$ cat src/rtl/sm_pkg.sv
// Shared definitions for the stack-machine program sequencer.
// Holds opcode constants, the error-code encoding and the sequencer FSM states.
package sm_pkg;

  localparam logic [2:0] OP_PUSH = 3'b000;
  localparam logic [2:0] OP_ADD  = 3'b001;
  localparam logic [2:0] OP_SUB  = 3'b010;
  localparam logic [2:0] OP_MUL  = 3'b011;

  localparam int               ERR_W  = 3;
  localparam logic [ERR_W-1:0] ERR_OK = '0;

  typedef enum logic [2:0] {
    S_IDLE,
    S_FETCH,
    S_RUN,
    S_DRAIN,
    S_DONE
  } state_t;

endpackage

$ cat src/rtl/sm_res_track.sv
// Result tracker: tags each core result with the pc it was issued at,
// registers it, and keeps ok/error tallies plus the pc of the first error.
module sm_res_track
  import sm_pkg::*;
#(
  parameter int AW = 10,
  parameter int DW = 20
) (
  input  logic             clk,
  input  logic             rst_n,
  input  logic             clr,
  input  logic [AW-1:0]    issue_pc,
  input  logic             accept,
  input  logic [DW-1:0]    data,
  input  logic [ERR_W-1:0] err,
  output logic             res_valid,
  output logic [AW-1:0]    res_pc,
  output logic [DW-1:0]    res_data,
  output logic [ERR_W-1:0] res_err,
  output logic [AW:0]      ok_cnt,
  output logic [AW:0]      err_cnt,
  output logic [AW-1:0]    first_err_pc
);

  logic [AW-1:0] tag_pc;
  logic          err_seen;

  // NOTE: state registers use non-blocking assignments so every flop samples
  // pre-edge values regardless of block ordering.
  always_ff @(posedge clk or negedge rst_n) begin
    if (!rst_n) begin
      tag_pc       <= '0;
      res_valid    <= 1'b0;
      res_pc       <= '0;
      res_data     <= '0;
      res_err      <= '0;
      ok_cnt       <= '0;
      err_cnt      <= '0;
      first_err_pc <= '0;
      err_seen     <= 1'b0;
    end else begin
      // A result always belongs to the instruction issued one cycle earlier.
      tag_pc    <= issue_pc;
      res_valid <= accept;
      if (accept) begin
        res_pc   <= tag_pc;
        res_data <= data;
        res_err  <= err;
      end
      if (clr) begin
        ok_cnt       <= '0;
        err_cnt      <= '0;
        first_err_pc <= '0;
        err_seen     <= 1'b0;
      end else if (accept) begin
        if (err == ERR_OK) begin
          ok_cnt <= ok_cnt + 1'b1;
        end else begin
          err_cnt <= err_cnt + 1'b1;
          if (!err_seen) begin
            err_seen     <= 1'b1;
            first_err_pc <= tag_pc;
          end
        end
      end
    end
  end

endmodule

$ cat src/rtl/sm_seq.sv
// Program sequencer: fetches instructions from a synchronous ROM, issues one
// per cycle to the core, and optionally aborts the run on the first core error.
module sm_seq
  import sm_pkg::*;
#(
  parameter int AW = 10,
  parameter int IW = 13,
  parameter int DW = 20
) (
  input  logic             clk,
  input  logic             rst_n,
  input  logic             start,
  input  logic [AW:0]      prog_len,
  input  logic             halt_on_err,
  output logic             rom_en,
  output logic [AW-1:0]    rom_addr,
  input  logic [IW-1:0]    rom_data,
  output logic             core_clr,
  output logic             core_valid,
  output logic [IW-1:0]    core_instr,
  input  logic             core_d_valid,
  input  logic [DW-1:0]    core_out_data,
  input  logic [ERR_W-1:0] core_err,
  output logic             busy,
  output logic             done,
  output logic             res_valid,
  output logic [AW-1:0]    res_pc,
  output logic [DW-1:0]    res_data,
  output logic [ERR_W-1:0] res_err,
  output logic [AW:0]      ok_cnt,
  output logic [AW:0]      err_cnt,
  output logic [AW-1:0]    first_err_pc
);

  state_t      state_q, state_d;
  logic [AW:0] prog_len_q;
  logic [AW:0] fetch_addr;
  logic [AW:0] issue_pc;
  logic        halt_q;
  logic        start_ok;
  logic        abort;
  logic        accept;

  assign start_ok = (state_q == S_IDLE) && start;
  assign abort    = (state_q == S_RUN) && halt_q && core_d_valid && (core_err != ERR_OK);
  assign accept   = core_d_valid && ((state_q == S_RUN) || (state_q == S_DRAIN));

  // NOTE: every signal written here gets a default first, so no path can
  // leave one unassigned and infer a latch.
  always_comb begin
    state_d    = state_q;
    rom_en     = 1'b0;
    core_clr   = 1'b0;
    core_valid = 1'b0;
    unique case (state_q)
      S_IDLE: begin
        if (start) state_d = (prog_len == '0) ? S_DONE : S_FETCH;
      end
      S_FETCH: begin
        core_clr = 1'b1;
        rom_en   = 1'b1;
        state_d  = S_RUN;
      end
      S_RUN: begin
        // An error result squashes the instruction on the bus this cycle.
        if (abort) begin
          state_d = S_DONE;
        end else begin
          core_valid = 1'b1;
          rom_en     = (fetch_addr < prog_len_q);
          if (issue_pc == prog_len_q - 1'b1) state_d = S_DRAIN;
        end
      end
      S_DRAIN: state_d = S_DONE;
      S_DONE:  state_d = S_IDLE;
      default: state_d = S_IDLE;
    endcase
  end

  assign rom_addr   = rom_en ? fetch_addr[AW-1:0] : '0;
  assign core_instr = core_valid ? rom_data : '0;
  assign busy       = (state_q != S_IDLE);
  assign done       = (state_q == S_DONE);

  always_ff @(posedge clk or negedge rst_n) begin
    if (!rst_n) begin
      state_q    <= S_IDLE;
      prog_len_q <= '0;
      halt_q     <= 1'b0;
      fetch_addr <= '0;
      issue_pc   <= '0;
    end else begin
      state_q <= state_d;
      if (start_ok) begin
        prog_len_q <= prog_len;
        halt_q     <= halt_on_err;
        fetch_addr <= '0;
        issue_pc   <= '0;
      end else begin
        if (rom_en)     fetch_addr <= fetch_addr + 1'b1;
        if (core_valid) issue_pc   <= issue_pc + 1'b1;
      end
    end
  end

  sm_res_track #(
    .AW(AW),
    .DW(DW)
  ) u_res_track (
    .clk          (clk),
    .rst_n        (rst_n),
    .clr          (start_ok),
    .issue_pc     (issue_pc[AW-1:0]),
    .accept       (accept),
    .data         (core_out_data),
    .err          (core_err),
    .res_valid    (res_valid),
    .res_pc       (res_pc),
    .res_data     (res_data),
    .res_err      (res_err),
    .ok_cnt       (ok_cnt),
    .err_cnt      (err_cnt),
    .first_err_pc (first_err_pc)
  );

endmodule

$ cat config.mk
export PLATFORM = sky130hd
export DESIGN_NAME = sm_seq
export DESIGN_NICKNAME = d
export VERILOG_FILES = /design/src/rtl/sm_pkg.sv /design/src/rtl/sm_res_track.sv /design/src/rtl/sm_seq.sv
export SDC_FILE = /design/constraint.sdc
export NUM_CORES = 1
export LEC_CHECK = 0
export CAP_MARGIN = 20
export CORE_UTILIZATION = 50
export CTS_BUF_LIST = sky130_fd_sc_hd__clkbuf_4 sky130_fd_sc_hd__clkbuf_8
export DETAILED_ROUTE_END_ITERATION = 10
export PLACE_DENSITY = 0.87
export SLEW_MARGIN = 20
export SYNTH_ARGS = -nofsm -noshare
export SYNTH_HDL_FRONTEND = slang
export SYNTH_SLANG_ARGS = --single-unit
$ cat constraint.sdc
create_clock -name clk -period 3.1 [get_ports clk]
set_clock_uncertainty 0.1 [all_clocks]
set_input_delay 0.465 -clock clk [delete_from_list [all_inputs] [get_ports clk]]
set_output_delay 0.465 -clock clk [all_outputs]
set_load 0.03 [all_outputs]
## Word level (Yosys, flattened, before mapping)

Cells that the tools add are included.

| word-level totals | value |
|---|---|
| bits in registers | 114 |
| bits of input ports | 52 |
| output and inout port bits | 94 |
| word-level logic and storage cells | 77 |

| cells by class | value |
|---|---|
| add/sub/neg operators | 5 |
| order comparisons | 1 |
| equal/unequal tests | 9 |
| muxes and demuxes | 29 |
| reduce and logical (&&, ||, !) cells | 19 |

Operators with widths:

| operator | count |
|---|---|
| 11-bit two-way mux | 10 |
| 10-bit two-way mux | 5 |
| 11-bit by 1-bit adder with 11-bit output, second input constant | 4 |
| 13-bit two-way mux | 1 |
| 3-bit two-way mux | 4 |
| 3-bit one-hot mux with 4 select lines | 1 |
| 11-bit equality test | 1 |
| 11-bit zero test | 1 |
| 11-bit less-than comparator | 1 |
| 11-bit by 1-bit subtractor with 11-bit output, second input constant | 1 |
| 2-bit nonzero test | 4 |
| 1-bit two-way mux | 7 |
| 3-bit by 2-bit equality test with 1-bit output, second input constant | 2 |
| 3-bit zero test | 2 |
| 2-bit != test, second input constant | 3 |
| 2-bit AND reduction | 3 |
| 3-bit nonzero test | 2 |
| 1-bit logical AND | 5 |
| 3-bit by 1-bit equality test with 1-bit output, second input constant | 1 |
| 3-bit equality test, second input constant | 1 |
| 3-bit by 2-bit != test with 1-bit output, second input constant | 1 |
| 3-bit AND reduction | 1 |
| 1-bit one-hot mux with 2 select lines | 1 |
| 1-bit logical OR | 1 |

## Logic depth before layout (Yosys ltp)

Gate-level depths: netlist of run 1.

| depth | value |
|---|---|
| depth in word-level cells | 8 |
| depth in mapped cells | 9 |

## By module

A second synthesis of run 1 with hierarchy kept.

| unflattened totals | value |
|---|---|
| cells, all modules | 537 |
| area, all modules | 5554.1 um^2 |

By module, submodules not included:

| module | instances | cells each | area an instance (um^2) | seq. area each (um^2) |
|---|---|---|---|---|
| sm_res_track | 1 | 252 | 3120.5 | 1926.8 |
| sm_seq | 1 | 285 | 2433.6 | 925.9 |

## Worst setup path after synthesis of run 1

OpenSTA, ideal clock, no wires.

| timing | value |
|---|---|
| path type | register to output |
| from | register state_q[1] |
| to | output port rom_addr[1] |
| data arrival time | 2.507 ns |
| data required time | 2.535 ns |
| path slack | 0.028 ns |
| cell stages (with the launch flop) | 7 |
| buffers on the path | 2 |
| cells stage by stage | dfrtp_1 > buf_4 > nor3_1 > nor2_1 > a21o_1 > clkbuf_1 > nor2b_1 |

| between the ends | value |
|---|---|
| longest elaborated chain between the ends | 7 |

RTL lines:

| what | line | text |
|---|---|---|
| start: declaration | sm_seq.sv:35 | `state_t state_q, state_d;` |
| start signal: assignment | sm_seq.sv:93 | `state_q <= state_d;` |
| 3-bit by 2-bit equality test with 1-bit output | sm_seq.sv:45, sm_seq.sv:55 |  |
| 1-bit logical AND (3 in a row) | sm_seq.sv:45 | `assign abort = (state_q == S_RUN) && halt_q && core_d_valid && (core_err != ERR_OK);` |
| 1-bit two-way mux | sm_seq.sv:66 | `if (abort) begin` |
| 1-bit one-hot mux with 2 select lines (*) | sm_seq.sv:55 | `unique case (state_q)` |
| 10-bit two-way mux (*) | sm_seq.sv:80 | `assign rom_addr = rom_en ? fetch_addr[AW-1:0] : '0;` |
| end: declaration | sm_seq.sv:16 | `output logic [AW-1:0] rom_addr,` |

Every way passes the cells marked *; elsewhere a longest branch is shown, timed or not.

## Worst setup path in the final report of run 1

| timing | value |
|---|---|
| from | register fetch_addr[8] |
| to | output port rom_addr[0] |

| between the ends | value |
|---|---|
| longest elaborated chain between the ends | 4 |

RTL lines:

| what | line | text |
|---|---|---|
| start: declaration | sm_seq.sv:37 | `logic [AW:0] fetch_addr;` |
| start signal: assignment | sm_seq.sv:100 | `if (rom_en) fetch_addr <= fetch_addr + 1'b1;` |
| 11-bit less-than comparator | sm_seq.sv:70 | `rom_en = (fetch_addr < prog_len_q);` |
| 1-bit two-way mux | sm_seq.sv:66 |  |
| 1-bit one-hot mux with 2 select lines | sm_seq.sv:55 |  |
| 10-bit two-way mux | sm_seq.sv:80 |  |

No other way between the ends.

==> results by group, run 1 <==
Run status
  • Status: finished, final reports clean

Yosys
  • Seq cells post-synth: 114
  • Synthesized Nets: 657
  • Leading area contributor after synthesis: dfrtp_1
  • Synth Area per Inst: 9.212 um^2
  • Most frequent cell after synthesis: nand2_1
  • Sequential share of the synthesized area: 52.49%
  • Top cells by area, synth: dfrtp_1 52%, nand2_1 11%, xor2_1 4.2%
  • Synth Flop Type: dfrtp_1
  • Synth Warn #: 0
  • Yosys top cell area share: 52.49%
  • Number of synthesized flops with an enable pin: 0
  • FFs w/ async S/R, synth: 100.0%
  • Netlist cell types: 48
  • Mapped cell area: around 5400 um^2
  • Commonest cells post-synth: 165 x nand2_1, 114 x dfrtp_1, 38 x nor2_1, 28 x o21ai_0, 26 x xor2_1
  • Syn Inst Count: 590

Floorplanning
  • Chip Width: 106.3 um
  • Starting Density: 52.18%
  • Die Y: 106.3 um
  • Die area: ~11000 um^2
  • I/O pin cnt: about 150
  • Row cnt: 37
  • Core area: 10420 um^2

Worst hold path
  • Min-Delay Path Class: primary input to asynchronous set/reset pin

Critical path
  • Crit path depth: 7
  • Delay-heaviest family, CP: compound AO/OA/AOI/OAI gates
  • Worst setup EP type: primary output
  • CP startpoint kind: flip-flop
  • Worst Setup EP: rom_addr[0]
  • Worst R2R End: fetch_addr[7]$_DFFE_PN0P_
  • Worst r2r path cells: 8
  • Crit path max fanout: 6
  • Crit path from: fetch_addr[8]$_DFFE_PN0P_
  • Slowest cell on the critical path: dfrtp_1
  • Slowest cell delay on critical path: between 0.4 and 0.5 ns
  • Critical-path cell list: ha_1 > a211o_1 > o211ai_1 > a31oi_2 > a21o_2 > nor2b_1 > buf_4
  • Reg-to-reg startpoint: fetch_addr[8]$_DFFE_PN0P_
  • R2R Setup Slk: between 0.5 and 0.6 ns
  • Required time worst endpoint: 2.53 ns
  • Crit path DAT: 2.42 ns
  • Setup CP Type: flip-flop to primary output
  • WP buf/inv: 1

Clock tree
  • Setup Buffers After CTS: 0
  • Reg clk slew, reported paths: around 0.080 ns
  • Sink Count: 114
  • H-tree levels: 4
  • Root Driver: clkbuf_8
  • Worst-skew pair later-pin latency: 0.42 ns
  • TritonCTS clock tree: done
  • Max clock buf depth: 2
  • Cts bufs inserted: 17

Route
  • DRC: 0
  • Initial DRC count: 286
  • Vias per std cell: 5.457
  • Via count: 4884
  • DR pass1 iterations: 9
  • DRT antenna net count: 0
  • Total wire length: 13780 um
  • Routed wire per std cell: 15.39 um

Pwr
  • LEAKAGE: 3.433 nW
  • Peak VDD IR: 0.5157 mV
  • Total power: 0.005784 W
  • Power Dens Cells: 782.2 nW/um^2

Finish
  • Nets: 814
  • N_diodes: 0
  • Area Overhead vs Synth: 36.05%
  • Share of layout cells above drive strength 1: 11.07%

STA
  • Final period utilization: 96.18%
  • Post-layout min period: 2.981 ns
  • Max Freq: 0.3354 GHz
  • Slew Viols, Final: 0
  • Worst slew pin tran: 0.7701 ns
  • Post-route setup TNS: 0 ns
  • Slew HR: 48.66%
  • Setup violators final: 0
  • Hold slack: 0.03121 ns
  • RSZ-0062 raised after global routing: false
  • Endpoints failing hold: 0

Global route
  • Vias in the first global route: 4806
  • Global-route wire length before repair: 22710 um
  • Largest net degree at the start of global routing: between 60 and 70
  • Initial antenna violation count: 0
  • Total congestion overflow: 0
  • GRT Total Usage: 25.74%

Place
  • HPWL Detailed: 10010 um
  • Routability Congestion: 0.9065
  • I/O Buffers: about 150

Run
  • Max-Cap Viols: 0
how the worst min path moves through the flow:
stage                                        endpoint  slack [ns]  cells past startpoint
floorplan                   fetch_addr[0]$_DFFE_PN0P_        0.07                      0
global placement    u_res_track.res_pc[4]$_DFFE_PN0P_        0.35                      2
detailed placement  u_res_track.res_pc[2]$_DFFE_PN0P_        0.35                      2
CTS                 u_res_track.res_pc[6]$_DFFE_PN0P_        0.03                      1
global route        u_res_track.res_pc[6]$_DFFE_PN0P_        0.07                      1
finish              u_res_track.res_pc[6]$_DFFE_PN0P_        0.03                      1
routing by layer:
layer | up-vias | GRT usage [%] | wire length (um)
li1 | 2289 | - | -
met1 | 2330 | 33.66 | 5913
met2 | 234 | 40.86 | 6520
met3 | 31 | 6.376 | 1014
met4 | 0 | 10.81 | 326
met5 | - | 0 | 0
per-stage QoR:
stage	setup slack [ns]	instances	utilization, %	instance area, um^2
global placement	0.1175	863	67.64	7046
floorplan	0.02815	590	-	5435
finish	0.1186	895	70.99	7395
global route	0.01426	895	70.99	7395
CTS	0.06218	894	70.86	7381
detailed placement	0.07348	863	67.64	7046
placed cells by master, fill, tap and decap left out, types with 9 or more instances in the layout:
master	netlist	final
nand4_1	20	20
nand2_1	165	165
inv_1	19	19
nand3_1	9	9
or3_1	9	9
ha_1	15	15
dfrtp_1	114	113
nor2_1	38	38
and3_1	9	9
o21ai_0	28	28
clkdlybuf4s50_1	0	119
xor2_1	26	26
nor2b_1	9	9
buf_4	1	39
a21oi_1	24	24
clkbuf_8	0	18
and2_1	15	15
registers in the layout (all words and copies together) (netlist names), 10 cells and up:
name	flops
u_res_track.tag_pc	10
fetch_addr	11
issue_pc	11
prog_len_q	11
u_res_track.err_cnt	11
u_res_track.res_pc	10
u_res_track.ok_cnt	11
u_res_track.first_err_pc	10
u_res_track.res_data	20
repair_timing:
item | in CTS | in global routing
gates resized for setup | 0 | 3
hold buffers | 0 | 0
endpoints found under the setup margin | 0 | 7
endpoints found under the hold margin | 0 | 0
worst reg2reg max path, stage by stage (launching register included):
cell       delay (ns)
dfrtp_1          0.45
ha_1             0.33
a211o_1          0.30
o211ai_1         0.13
a31oi_2          0.18
buf_4            0.17
a2111oi_4        0.33
or3b_1           0.38
a21oi_1          0.14
power by group:
| part | internal, W | total [W] | leakage [nW] | switching (W) |
|---|---|---|---|---|
| registers | 0.00180 | 0.00208 | 1.52 | 0.000281 |
| logic | 0.000990 | 0.00252 | 1.75 | 0.00153 |
| clock network | 0.000564 | 0.00118 | 0.159 | 0.000616 |
| total | 0.00336 | 0.00578 | 3.43 | 0.00243 |
cells by family after synthesis:
| kind of cell | after synthesis | share of synthesized area (%) |
|---|---|---|
| AND/OR/NAND/NOR | 302 | 25.53 |
| flip-flops | 114 | 52.49 |
| AO/OA/AOI/OAI | 75 | 8.725 |
| buffers and inverters | 43 | 3.039 |
| XOR/XNOR | 34 | 5.479 |
| adder cells (fa/ha/maj) | 15 | 3.453 |
| multiplexers | 7 | 1.289 |
area by class of cell:
cell class / count / area [um^2]
Inverter: 20 / 75.07
Timing Repair Buffer: 160 / 1524
Fill cell: 773 / 3022
Multi-Input combinational cell: 434 / 2436
Clock inverter: 13 / 87.58
Sequential cell: 114 / 2854
Tap cell: 136 / 170.2
Clock buffer: 18 / 247.7
Power figures use the tool's default switching activity.
==> inputs of run 2 (changes only) <==
RECOVER_POWER = 25   (was not set)
==> results by group, run 2 (same netlist as run 1, synthesis figures left out) <==
Run status
  • Status: finished, final reports clean (unchanged)

Critical path
  • R2R Setup Slk: 0.53 ns (was 0.52 ns)
  • Slowest cell delay on critical path: 0.45 ns (about the same)
  • Reg-to-reg startpoint: fetch_addr[8]$_DFFE_PN0P_ (unchanged)
  • Crit path DAT: 2.42 ns (about the same)
  • Worst setup EP type: primary output (unchanged)
  • Slowest cell on the critical path: dfrtp_1 (unchanged)
  • Worst r2r path cells: 8 (unchanged)
  • Critical-path cell list: ha_1 > a211o_1 > o211ai_1 > a31oi_2 > a21o_2 > nor2b_1 > buf_4 (unchanged)
  • Crit path max fanout: 6 (unchanged)
  • WP buf/inv: 1 (unchanged)
  • Delay-heaviest family, CP: compound AO/OA/AOI/OAI gates (unchanged)
  • Worst R2R End: fetch_addr[7]$_DFFE_PN0P_ (unchanged)
  • CP startpoint kind: flip-flop (unchanged)
  • Setup CP Type: flip-flop to primary output (unchanged)
  • Required time worst endpoint: 2.53 ns (about the same)

Pwr
  • Pint: 0.003352 W (was 0.003355 W)
  • Switch Pwr: 0.002424 W (was 0.002428 W)
  • Power Dens Cells: 783.0 nW/um^2 (was 782.2 nW/um^2)
  • Proportion of power drawn by flip-flops and latches: 36.0% (about the same)
  • Comb pwr share: 43.6% (about the same)
  • LEAKAGE: 3.428 nW (was 3.433 nW)
  • Clk pwr share: 20.4% (about the same)
  • Switching share of power: 41.96% (was 41.99%)
  • Peak VDD IR: 0.5165 mV (was 0.5157 mV)
  • Total power: 0.005776 W (was 0.005784 W)

Finish
  • Register Area: 2854 um^2 (unchanged)
  • Nets: 814 (unchanged)
  • Max reg flops: 20 (unchanged)
  • Fillers: 776 (was 773)
  • Most common cell after layout, fill and taps aside: nand2_1 (unchanged)
  • Multi-input logic area: 2436 um^2 (unchanged)
  • Share of layout cells above drive strength 1: 11.07% (unchanged)
  • Commonest non-fill, non-tap cells in the layout: 165 x nand2_1, 119 x clkdlybuf4s50_1, 113 x dfrtp_1, 38 x nor2_1, 38 x buf_4 (was 165 x nand2_1, 119 x clkdlybuf4s50_1, 113 x dfrtp_1, 39 x buf_4, 38 x nor2_1)
  • Area Overhead vs Synth: 35.73% (was 36.05%)
  • Final Util: 70.82% (was 70.99%)
  • N_diodes: 0 (unchanged)
  • Biggest register: u_res_track.res_data (unchanged)

Route
  • Routed wl met3: 1091 um (was 1014 um)
  • Routed wire per std cell: 15.39 um (about the same)
  • DRT antenna net count: 0 (unchanged)
  • DR pass1 iterations: 7 (was 9)
  • DRT met1 WL: 5825 um (was 5913 um)
  • Uppermost routed layer: met4 (unchanged)
  • DRC: 0 (unchanged)
  • Met2 wire len: 6521 um (was 6520 um)
  • Via count: 4865 (was 4884)
  • Vias per std cell: 5.436 (was 5.457)
  • Total wire length: 13770 um (was 13780 um)
  • Initial DRC count: 284 (was 286)

STA
  • Final period utilization: 96.39% (was 96.18%)
  • Post-layout min period: 2.988 ns (was 2.981 ns)
  • Setup violators final: 0 (unchanged)
  • Slew HR: 0.5736% (was 48.66%)
  • Worst slew pin tran: 1.491 ns (was 0.7701 ns)
  • Endpoints failing hold: 0 (unchanged)
  • Max Freq: 0.3347 GHz (was 0.3354 GHz)
  • RSZ-0062 raised after global routing: false (unchanged)
  • Post-route setup TNS: 0 ns (unchanged)
  • Slew Viols, Final: 0 (unchanged)

Run
  • Max-Cap Viols: 0 (unchanged)

Global route
  • Global-route wire length before repair: 22710 um (unchanged)
  • Vias in the first global route: 4806 (unchanged)
  • Largest net degree at the start of global routing: 61 (unchanged)
  • GRT Total Usage: 25.74% (unchanged)
  • Total congestion overflow: 0 (unchanged)
  • Initial antenna violation count: 0 (unchanged)

Clock tree
  • Worst-skew pair later-pin latency: 0.42 ns (about the same)
  • Cts bufs inserted: 17 (unchanged)
  • TritonCTS clock tree: done (unchanged)
  • CTS Hold Buffers Added: 0 (unchanged)
  • Sink Count: 114 (unchanged)
  • Root Driver: clkbuf_8 (unchanged)
  • Max clock buf depth: 2 (unchanged)
  • Reg clk slew, reported paths: 0.08 ns (about the same)
  • H-tree levels: 4 (unchanged)

Floorplanning
  • Starting Density: 52.18% (unchanged)
  • I/O pin cnt: 146 (unchanged)
  • Row cnt: 37 (unchanged)
  • Core area: 10420 um^2 (unchanged)
  • Die Y: 106.3 um (unchanged)
  • Die area: 11290 um^2 (unchanged)
  • Chip Width: 106.3 um (unchanged)

Place
  • HPWL Detailed: 10010 um (unchanged)
  • I/O Buffers: 145 (unchanged)
  • Routability Congestion: 0.9065 (unchanged)

Worst hold path
  • Min-Delay Path Class: primary input to asynchronous set/reset pin (unchanged)
[run 2: cell count changes in the layout (fill, tap and decap cells not counted), sizes merged]
cell / before / now
buf: 41 / 39
clkbuf: 18 / 20
[run 2: what timing repair did]
| action | in CTS | in global routing |
|---|---|---|
| resized for setup | 0 | 3 |
| buffers inserted | 0 | 0 |
| setup endpoints to repair | 0 | 7 |
[run 2: through the flow]
step                setup WS [ns]  instances  instance area (um^2)  hold WS, ns
floorplan                 0.02815        590                  5435      0.06941
global placement           0.1175        863                  7046       0.3463
detailed placement        0.07348        863                  7046       0.3481
CTS                       0.06218        894                  7381      0.02572
global route              0.01426        895                  7377       0.3895
finish                     0.1118        895                  7377       0.3062
[run 2: worst max path at each step]
| stage | startpoint | endpoint | slack (ns) | cells after the start |
|---|---|---|---|---|
| floorplan | state_q[1]$_DFFE_PN0P_ | rom_addr[1] | 0.03 | 6 |
| global placement | core_err[1] | rom_addr[0] | 0.12 | 7 |
| detailed placement | core_err[1] | fetch_addr[7]$_DFFE_PN0P_ | 0.07 | 8 |
| CTS | fetch_addr[8]$_DFFE_PN0P_ | rom_addr[0] | 0.06 | 7 |
| global route | prog_len_q[6]$_DFFE_PN0P_ | rom_addr[0] | 0.01 | 8 |
| finish | fetch_addr[8]$_DFFE_PN0P_ | rom_addr[0] | 0.11 | 7 |
[run 2: power groups by stage]
stage               logic [W]  clock network, W  registers, W
global route          0.00273           0.00128       0.00212
global placement      0.00241                 0       0.00208
floorplan             0.00122                 0       0.00239
CTS                   0.00250           0.00121       0.00208
finish                0.00252           0.00118       0.00208
detailed placement    0.00249                 0       0.00210
[run 2: worst reg2reg max path: cells and delay by family (launching register included)]
kind                     cells  cell delay (ns)
flip-flops                   1             0.45
AO/OA/AOI/OAI                5             1.08
adder cells (fa/ha/maj)      1             0.33
buffers and inverters        1             0.17
AND/OR/NAND/NOR              1             0.38
[run 2: final cells by class]
type	instances	area share, %
inverters	20	1.018
clock buffers	18	3.358
flip-flops and latches	114	38.69
repair buffers	160	20.42
well taps	136	2.307
clock inverters	13	1.187
multi-input cells	434	33.02
[run 2: per-layer routing]
layer / vias to the layer above / track usage (%)
li1: 2290 / -
met1: 2319 / 33.66
met2: 225 / 40.86
met3: 31 / 6.376
met4: 0 / 10.81
met5: - / 0
==> inputs of run 3 (changes only) <==
CORE_UTILIZATION = 40   (was 50)
PLACE_DENSITY = 0.73   (was 0.87)
SKIP_CTS_REPAIR_TIMING = 1   (was not set)
==> results by group, run 3 (same netlist as run 1, synthesis figures left out) <==
STA
  • Max Freq: 0.3414 GHz (was 0.3347 GHz)
  • Setup violators final: 0 (unchanged)
  • Post-route setup TNS: 0 ns (unchanged)
  • Slew HR: 24.25% (was 0.5736%)
  • Post-layout min period: 2.930 ns (was 2.988 ns)
  • Worst slew pin tran: 1.136 ns (was 1.491 ns)
  • RSZ-0062 raised after global routing: false (unchanged)
  • Slew Viols, Final: 0 (unchanged)
  • Endpoints failing hold: 0 (unchanged)
  • Final period utilization: 94.50% (was 96.39%)

Pwr
  • Switching share of power: 38.83% (was 41.96%)
  • Peak VDD IR: 0.4813 mV (was 0.5165 mV)
  • LEAKAGE: 3.469 nW (was 3.428 nW)
  • Comb pwr share: 41.3% (was 43.6%)
  • Proportion of power drawn by flip-flops and latches: 34.2% (was 36.0%)
  • Pint: 0.003709 W (was 0.003352 W)
  • Power Dens Cells: 804.6 nW/um^2 (was 783.0 nW/um^2)
  • Clk pwr share: 24.4% (was 20.4%)
  • Switch Pwr: 0.002354 W (was 0.002424 W)

Finish
  • Fillers: 1170 (was 776)
  • N_diodes: 0 (unchanged)
  • Biggest register: u_res_track.res_data (unchanged)
  • Area Overhead vs Synth: 38.63% (was 35.73%)
  • Design area: 7535 um^2 (was 7377 um^2)
  • Nets: 814 (unchanged)
  • Register Area: 2854 um^2 (unchanged)
  • Share of layout cells above drive strength 1: 10.95% (was 11.07%)
  • Most common cell after layout, fill and taps aside: nand2_1 (unchanged)
  • Multi-input logic area: 2434 um^2 (was 2436 um^2)
  • Commonest non-fill, non-tap cells in the layout: 165 x nand2_1, 119 x clkdlybuf4s50_1, 113 x dfrtp_1, 38 x nor2_1, 37 x buf_4 (was 165 x nand2_1, 119 x clkdlybuf4s50_1, 113 x dfrtp_1, 38 x nor2_1, 38 x buf_4)
  • Max reg flops: 20 (unchanged)

Place
  • Cell Area, Placed: 7108 um^2 (was 7046 um^2)
  • Routability Congestion: 0.9130 (was 0.9065)
  • I/O Buffers: 145 (unchanged)
  • HPWL Detailed: 9992 um (was 10010 um)

Route
  • DR pass1 iterations: 4 (was 7)
  • Initial DRC count: 222 (was 284)
  • Routed wire per std cell: 14.40 um (was 15.39 um)
  • DRC: 0 (unchanged)
  • Vias per std cell: 5.030 (was 5.436)
  • Total wire length: 13450 um (was 13770 um)
  • DRT antenna net count: 0 (unchanged)
  • Via count: 4698 (was 4865)

Floorplanning
  • Die area: 14060 um^2 (was 11290 um^2)
  • Row cnt: 42 (was 37)
  • Chip Width: 118.6 um (was 106.3 um)
  • I/O pin cnt: 146 (unchanged)
  • Die Y: 118.6 um (was 106.3 um)
  • Core area: 13240 um^2 (was 10420 um^2)
  • Starting Density: 41.04% (was 52.18%)

Global route
  • Largest net degree at the start of global routing: 49 (was 61)
  • Initial antenna violation count: 0 (unchanged)
  • GRT Total Usage: 20.41% (was 25.74%)
  • Global-route wire length before repair: 22810 um (was 22710 um)
  • Total congestion overflow: 0 (unchanged)
  • Vias in the first global route: 4676 (was 4806)

Run
  • Max-Cap Viols: 0 (unchanged)

Critical path
  • Crit path max fanout: 14 (was 6)
  • Worst setup EP type: primary output (unchanged)
  • Delay-heaviest family, CP: compound AO/OA/AOI/OAI gates (unchanged)
  • Crit path DAT: 2.36 ns (was 2.42 ns)
  • Setup CP Type: primary input to primary output (was flip-flop to primary output)
  • Required time worst endpoint: 2.53 ns (about the same)
  • Slowest cell delay on critical path: 0.50 ns (was 0.45 ns)
  • CP startpoint kind: primary input (was flip-flop)
  • Slowest cell on the critical path: or3_1 (was dfrtp_1)
  • WP buf/inv: 2 (was 1)
  • Critical-path cell list: clkdlybuf4s50_1 > or3_1 > a31oi_4 > a31oi_2 > a21o_4 > nor2b_2 > buf_4 (was ha_1 > a211o_1 > o211ai_1 > a31oi_2 > a21o_2 > nor2b_1 > buf_4)

Run status
  • Status: finished, final reports clean (unchanged)

Clock tree
  • H-tree levels: 4 (unchanged)
  • Worst-skew pair later-pin latency: 0.42 ns (about the same)
  • TritonCTS clock tree: done (unchanged)
  • Max clock buf depth: 2 (unchanged)
  • Sink Count: 114 (unchanged)
  • Cts bufs inserted: 17 (unchanged)
  • Root Driver: clkbuf_8 (unchanged)
  • Reg clk slew, reported paths: 0.06 ns (was 0.08 ns)

Worst hold path
  • Min-Delay Path Class: flip-flop to flip-flop (was primary input to asynchronous set/reset pin)
## run 3: changes by cell type in the layout (fill, tap and decap cells not counted), sizes merged
cell / previous run / this run
a21o: 3 / 2
inv: 22 / 20
dlygate4sd3: 0 / 1
clkinv: 5 / 2
clkinvlp: 6 / 4
clkbuf: 20 / 22
bufinv: 0 / 4
## run 3: per-stage QoR
| stage | utilization (%) | setup WS (ns) | power, W | hold slack, ns | cells |
|---|---|---|---|---|---|
| 2_1_floorplan | - | 0.02815 | 0.003608 | 0.06941 | 590 |
| 3_3_place_gp | 53.68 | 0.06991 | 0.004522 | 0.3478 | 903 |
| 3_5_place_dp | 53.68 | 0.04267 | 0.004603 | 0.3478 | 903 |
| 4_1_cts | 56.87 | 0.01010 | 0.006104 | -0.05026 | 933 |
| 5_1_grt | 56.90 | 0.009110 | 0.006456 | 0.3890 | 934 |
| 6_report | 56.90 | 0.1705 | 0.006062 | 0.3641 | 934 |
## run 3: layer usage
metal	wire, um	GRT usage, %	vias to the layer above
met1	6169	26.96	2277
met5	0	0	-
met3	666	5.357	6
met2	6547	33.08	135
li1	-	-	2280
met4	63	5.617	0
## run 3: final cells by class
cell class                 count  area share [%]
sequential                   114           37.88
inverter                      20          0.9963
multi-input combinational    433           32.30
clock inverter                10           2.126
clock buffer                  20           3.487
timing repair buffer         161           20.29
tap                          176           2.923
## run 3: power by group through the flow
| stage | clock (W) | combinational, W | sequential, W |
|---|---|---|---|
| 2_1_floorplan | 0 | 0.00122 | 0.00239 |
| 3_3_place_gp | 0 | 0.00244 | 0.00208 |
| 3_5_place_dp | 0 | 0.00250 | 0.00210 |
| 4_1_cts | 0.00152 | 0.00251 | 0.00207 |
| 5_1_grt | 0.00160 | 0.00273 | 0.00213 |
| 6_report | 0.00148 | 0.00250 | 0.00208 |
## run 3: path summary, 6_finish.rpt
path | startpoint | to | slack (ns) | cells past startpoint
max in group asynchronous | rst_n | u_res_track.err_cnt[8]$_DFFE_PN0P_ | 0.58 | 3
min reg2reg | u_res_track.tag_pc[1]$_DFF_PN0_ | u_res_track.res_pc[1]$_DFFE_PN0P_ | 0.36 | 2
min | u_res_track.tag_pc[1]$_DFF_PN0_ | u_res_track.res_pc[1]$_DFFE_PN0P_ | 0.36 | 2
min in group asynchronous | rst_n | u_res_track.tag_pc[6]$_DFF_PN0_ | 0.70 | 2
max reg2reg | fetch_addr[8]$_DFFE_PN0P_ | fetch_addr[7]$_DFFE_PN0P_ | 0.57 | 8
max | core_err[1] | rom_addr[0] | 0.17 | 7
## run 3: worst register-to-register path, cell delays in order (launching register included)
cell and delay [ns]:
dfrtp_1 0.45, ha_1 0.32, a211o_1 0.30, o211ai_1 0.12
a31oi_2 0.16, buf_4 0.16, a2111oi_4 0.31, or3b_1 0.37
a21oi_1 0.15
==> RTL change 1 (settings of run 3) <==
Register the input `prog_len` before use, cleared by the reset. The logic sees it one clock later. The other inputs are not delayed to match.
--- a/src/rtl/sm_seq.sv
+++ b/src/rtl/sm_seq.sv
@@ -33,4 +33,14 @@
 );
 
+  logic [AW:0] prog_len_r;
+
+  always_ff @(posedge clk or negedge rst_n) begin
+    if (!rst_n) begin
+      prog_len_r <= '0;
+    end else begin
+      prog_len_r <= prog_len;
+    end
+  end
+
   state_t      state_q, state_d;
   logic [AW:0] prog_len_q;
@@ -55,5 +65,5 @@
     unique case (state_q)
       S_IDLE: begin
-        if (start) state_d = (prog_len == '0) ? S_DONE : S_FETCH;
+        if (start) state_d = (prog_len_r == '0) ? S_DONE : S_FETCH;
       end
       S_FETCH: begin
@@ -93,5 +103,5 @@
       state_q <= state_d;
       if (start_ok) begin
-        prog_len_q <= prog_len;
+        prog_len_q <= prog_len_r;
         halt_q     <= halt_on_err;
         fetch_addr <= '0;
Formal check against the unedited RTL: not equivalent (Yosys sat finds a counterexample within 4 cycles, from zero or initial values and one cycle with rst_n low).
==> RTL change 1 against run 3 <==
- routed wire length shrank 1.4%
- combinational power grew 6%
- setup slack lost 0.074 ns
- design area grew 4.3%
- synthesized cell count grew 0.85%
- largest power group unchanged
- total power grew 3.3%
- die area grew 5.4%
- sequential cell count grew 11
- area after synthesis grew 5.5%
- critical path depth grew 1
- critical path type is now reg -> out
==> RTL change 1: results (changes against run 3) <==
OUTCOME='completed'
DETAIL_ROUTE.ITER0.VIOLATIONS=236  # +6.3%
DR_TOTAL_VIAS=4723  # +0.53%
INVERTERS_EXCL_CLOCK=21  # +5.0%
PLACE_WS_NS=-0.0643  # -0.107 ns
POST_DP_CELL_AREA_SQ_UM=7390  # +4.0%
SEQAREAFRACTION=0.399  # +0.0200
NUM-FILL-CELLS=1231  # +5.2%
NUMBER_OF_GLOBAL_ROUTE_VIAS_BEFORE_REPAIR=4559  # -2.5%
WELL_TAP_COUNT=180  # +2.3%
WORST_SLEW_MARGIN_REL=0.00952  # -0.233
SYNTH_CELL_TYPES=45  # -6.3%
SYNTH_SEQ_CELLS=125  # +9.6%
FINALNETCOUNT=823  # +1.1%
IRDROPWORSTVDD_uV=455  # -5.4%
GRT_START_MAX_NET_PINS=80  # +63%
MULTI_INPUT_GATES=426  # -1.6%
REGISTER_AREA_SQ_UM=3130  # +9.8%
CPPEAKSTAGEDELAY_NS=0.43  # -0.07 ns
SYNTH.NET_COUNT=662  # +0.76%
DP_CELLS=911  # +0.89%
CLOCKNETWORKAREASHARE=0.0476  # -0.00851
AREA_SHARE_NONCLK_BUFFERS=0.199  # -0.00416
POWER.STATIC_LEAKAGE_nW=3.64  # +4.9%
YOSYS-TOP-CELLS-COUNT='nand2_1 (141), dfrtp_1 (125), nor2_1 (49)'
DRIVE_ABOVE_1_SHARE=0.120  # +0.0101
CP_MAX_FO=6  # -8
HPWL_MM=9.42  # -5.8%
GRT_PASS1_WL_MM=21.6  # -5.5%
NET_SW_FRAC=0.400  # +0.0120
GR-USAGE-ALL-LAYERS=0.186  # -0.0178
CRITICAL_PATH.SLOWEST_CELL='dfrtp_1'
VIAS_PER_CELL=4.98  # -1.1%
WIRELENGTH_MM=13.3  # -1.4%
CRIT_ARRIVAL_NS=2.44  # +0.08 ns
FF2FF_PATH_DEPTH=9  # +1
AVGSYNTHCELLAREA_SQ_UM=9.63  # +4.6%
==> RTL change 1: tightest hold or removal path, delay by kind of cell, from the launching register on <==
kind,cells,cell delay (ns)
flip-flops,1,0.35
AND/OR/NAND/NOR,2,0.10
==> RTL change 1: cells by family after synthesis <==
| logic type | count (synthesis) | share of synthesized area |
|---|---|---|
| xor+xnor | 38 | 0.0581 |
| mux | 13 | 0.0229 |
| buf+inv | 44 | 0.0301 |
| fa+ha+maj | 15 | 0.0327 |
| flops | 125 | 0.546 |
| compound gates | 69 | 0.0755 |
| simple gates | 291 | 0.235 |
==> RTL change 1: path summary, 6_finish.rpt <==
| path | from | slack [ns] | to |
|---|---|---|---|
| max in group asynchronous | rst_n | 1.14 | prog_len_q[4] |
| hold reg to reg | u_res_track.tag_pc[5] | 0.37 | u_res_track.res_pc[5] |
| hold / removal | u_res_track.tag_pc[5] | 0.37 | u_res_track.res_pc[5] |
| setup / recovery | prog_len_q[3] | 0.1 | rom_addr[9] |
| setup reg to reg | prog_len_q[8] | 0.62 | fetch_addr[9] |
| min in group asynchronous | rst_n | 0.69 | u_res_track.ok_cnt[5] |
==> RTL change 1: metal layers <==
metal	wire, um	vias to the layer above	GRT usage	share of wire
met2	6260	140	0.303	0.47
li1	-	2329	-	-
met3	819	21	0.0482	0.062
met5	0	-	0	0
met1	6010	2233	0.237	0.45
met4	176	0	0.0741	0.013
==> RTL change 1: power by group through the flow <==
stage | sequential [mW] | clock (mW) | combinational [mW]
after floorplan | 2.58 | 0 | 1.30
after global placement | 2.29 | 0 | 2.50
after detailed placement | 2.31 | 0 | 2.57
after CTS | 2.27 | 1.38 | 2.58
after global routing | 2.32 | 1.44 | 2.92
final | 2.27 | 1.33 | 2.66
==> RTL change 2 (config.mk and constraints of run 3) <==
Without the edit above. `IW`: 13 -> 15.
--- a/src/rtl/sm_seq.sv
+++ b/src/rtl/sm_seq.sv
@@ -5,5 +5,5 @@
 #(
   parameter int AW = 10,
-  parameter int IW = 13,
+  parameter int IW = 15,
   parameter int DW = 20
 ) (
Interface: changed (resized core_instr and rom_data); port bits go from 146 to 150. No check against the original RTL was run, so the function may have changed too.
==> RTL change 2 against run 3 <==
- clock power fell by 15%
- largest power group unchanged
- register-to-register slack got worse by 0.12 ns
- setup slack got worse by 0.13 ns
- area after synthesis down 0.37%
- routed wire length is 0.25% lower
- sequential cell count stayed put
- largest cell class unchanged
- design area barely moved
- the flow now finishes with violations (capacitance limit, slew limit)
- total power is 3.2% lower
- critical path type unchanged
==> RTL change 2: results (changes against run 3) <==
CP_MAX_FO=6  # -8
GRT_OVERFLOW=0  # unchanged
GRT_START_MAX_NET_PINS=70  # +43%
MIN_PATH_TYPE='in -> reg'
WORST_SLEW_MARGIN_REL=-0.0589  # -0.301
TOTAL_CLOCK_BUFFERS_CREATED_BY_CTS=17  # unchanged
REGTOREGSETUPSLACK_NS=0.45  # -0.12 ns
POWER.STATIC_LEAKAGE_nW=3.56  # +2.5%
WORSTHOLDENDPOINT='u_res_track.res_err[0]'
WHS_PATH_DEPTH=4  # +2
NUMBER_OF_ITERATIONS_IN_THE_FIRST_DETAILED_ROUTING_PASS=4  # unchanged
NUMPORTBUFFERS=149  # +2.8%
DETAIL_ROUTE.ITER0.VIOLATIONS=253  # +14%
FINAL_MAX_SLEW_VIOL_COUNT=62  # +62
TIMING.RR.START='prog_len_q[8]'
CRIT_ARRIVAL_NS=2.49  # +0.13 ns
SYNTH_CELL_TYPES=43  # -10%
MAX-CAP-VIOLATIONS=1  # +1
POST_DP_CELL_AREA_SQ_UM=7110  # about the same
DIODES=0  # unchanged
PATH_CLK_SLEW_NS=0.06  # about the same
VIOLATIONS='capacitance limit, slew limit'
YS_TOP_CELLS_BY_AREA='dfrtp_1 (53%), nand2_1 (10%), mux2i_1 (4.1%)'
SYNTHARSTFLOPSHARE=1.00  # unchanged
MIN_FROM='core_err[0]'
DRIVE_ABOVE_1_SHARE=0.116  # +0.00666
NUMBER_OF_GLOBAL_ROUTE_VIAS_BEFORE_REPAIR=4703  # +0.58%
IRDROPWORSTVDD_uV=351  # -27%
ANTENNA_FOUND_INITIAL=0  # unchanged
YOSYSSEQAREASHARE=0.527  # +0.00194
FF2FF_PATH_DEPTH=11  # +3
YOSYS-TOP-CELLS-COUNT='nand2_1 (148), dfrtp_1 (114), nor2_1 (44)'
FINALNETCOUNT=809  # -0.61%
HOLD_SLACK_NS=0.339  # -0.0253 ns
HPWL_MM=9.54  # -4.5%
GRT_PASS1_WL_MM=22.4  # -1.6%
GR-USAGE-ALL-LAYERS=0.199  # -0.00488
OUTCOME='finished, violations left'
CTS_ROOT_BUF='clkbuf_8'
YOSYSWARNINGS=0  # unchanged
MAX_ROOT_SINK_BUFFERS=2  # unchanged
CLOCK_TREE.HTREE_LEVEL_COUNT=4  # unchanged
ROUTEDWLPERCELL_UM=14.5  # +0.72%
SETUP.WORST_PATH.START='core_err[1]'
LARGEST_REGISTER_FF_COUNT=20  # unchanged
INSERTION_DELAY_NS=0.42  # about the same
SYNTH.NET_COUNT=642  # -2.3%
VIAS_PER_CELL=5.02  # -0.30%
PLACE.GP.CONGESTION=0.810  # -11%
REGMOSTFLOPS='u_res_track.res_data'
REG2REG_CAPTURE_POINT='fetch_addr[7]'
## RTL change 2: power by group
| part | internal (mW) | switching [mW] |
|---|---|---|
| combinational | 1.02 | 1.49 |
| clock | 0.716 | 0.549 |
| sequential | 1.80 | 0.297 |
## RTL change 2: routing by layer
metal	GRT usage	vias up	part of all wire
met1	0.253	2240	0.44
li1	-	2245	-
met2	0.331	143	0.49
met5	0	-	0
met3	0.0439	11	0.056
met4	0.0761	0	0.010
## RTL change 2: through the flow
step | utilization | power [mW] | setup slack, ns | cells | TNS [ns]
finish | 0.569 | 5.87 | 0.0434 | 925 | 0
global route | 0.569 | 6.23 | -0.0324 | 925 | -0.100
CTS | 0.564 | 5.82 | -0.117 | 918 | -0.963
detailed placement | 0.537 | 4.54 | -0.0930 | 890 | -0.748
global placement | 0.537 | 4.44 | -0.0623 | 890 | -0.389
floorplan | - | 3.60 | 0.301 | 573 | 0
## RTL change 2: how the worst max path moves through the flow
| stage | end | slack [ns] | depth (start not counted) |
|---|---|---|---|
| floorplan | rom_addr[0] | 0.30 | 6 |
| CTS | rom_addr[9] | -0.12 | 7 |
| global placement | rom_addr[9] | -0.06 | 7 |
| detailed placement | rom_addr[6] | -0.09 | 7 |
| finish | rom_addr[4] | 0.04 | 7 |
| global route | rom_addr[8] | -0.03 | 8 |
## RTL change 2: worst max-delay path, stage by stage
cell             delay, ns
clkdlybuf4s50_1       0.43
or3_4                 0.40
a311o_1               0.33
o31ai_4               0.23
o31a_1                0.31
and2_1                0.19
buf_6                 0.13
## RTL change 2: cells by family after synthesis
logic type | Yosys count | share of synthesized area
and+or+nand+nor | 298 | 0.256
DFF | 114 | 0.527
AOI/OAI and AO/OA | 47 | 0.0504
buffers and inverters | 39 | 0.0291
xor gates and xnor gates | 37 | 0.0598
muxes | 23 | 0.0427
adders and majority gates | 15 | 0.0347
## RTL change 2: area by class of cell
type / count / area [sq um]
repair buffers: 167 / 1600
fillers: 1152 / 5710
flip-flops and latches: 114 / 2850
well taps: 176 / 220
multi-input cells: 421 / 2430
clock inverters: 5 / 55.1
clock buffers: 23 / 304
inverters: 19 / 71.3
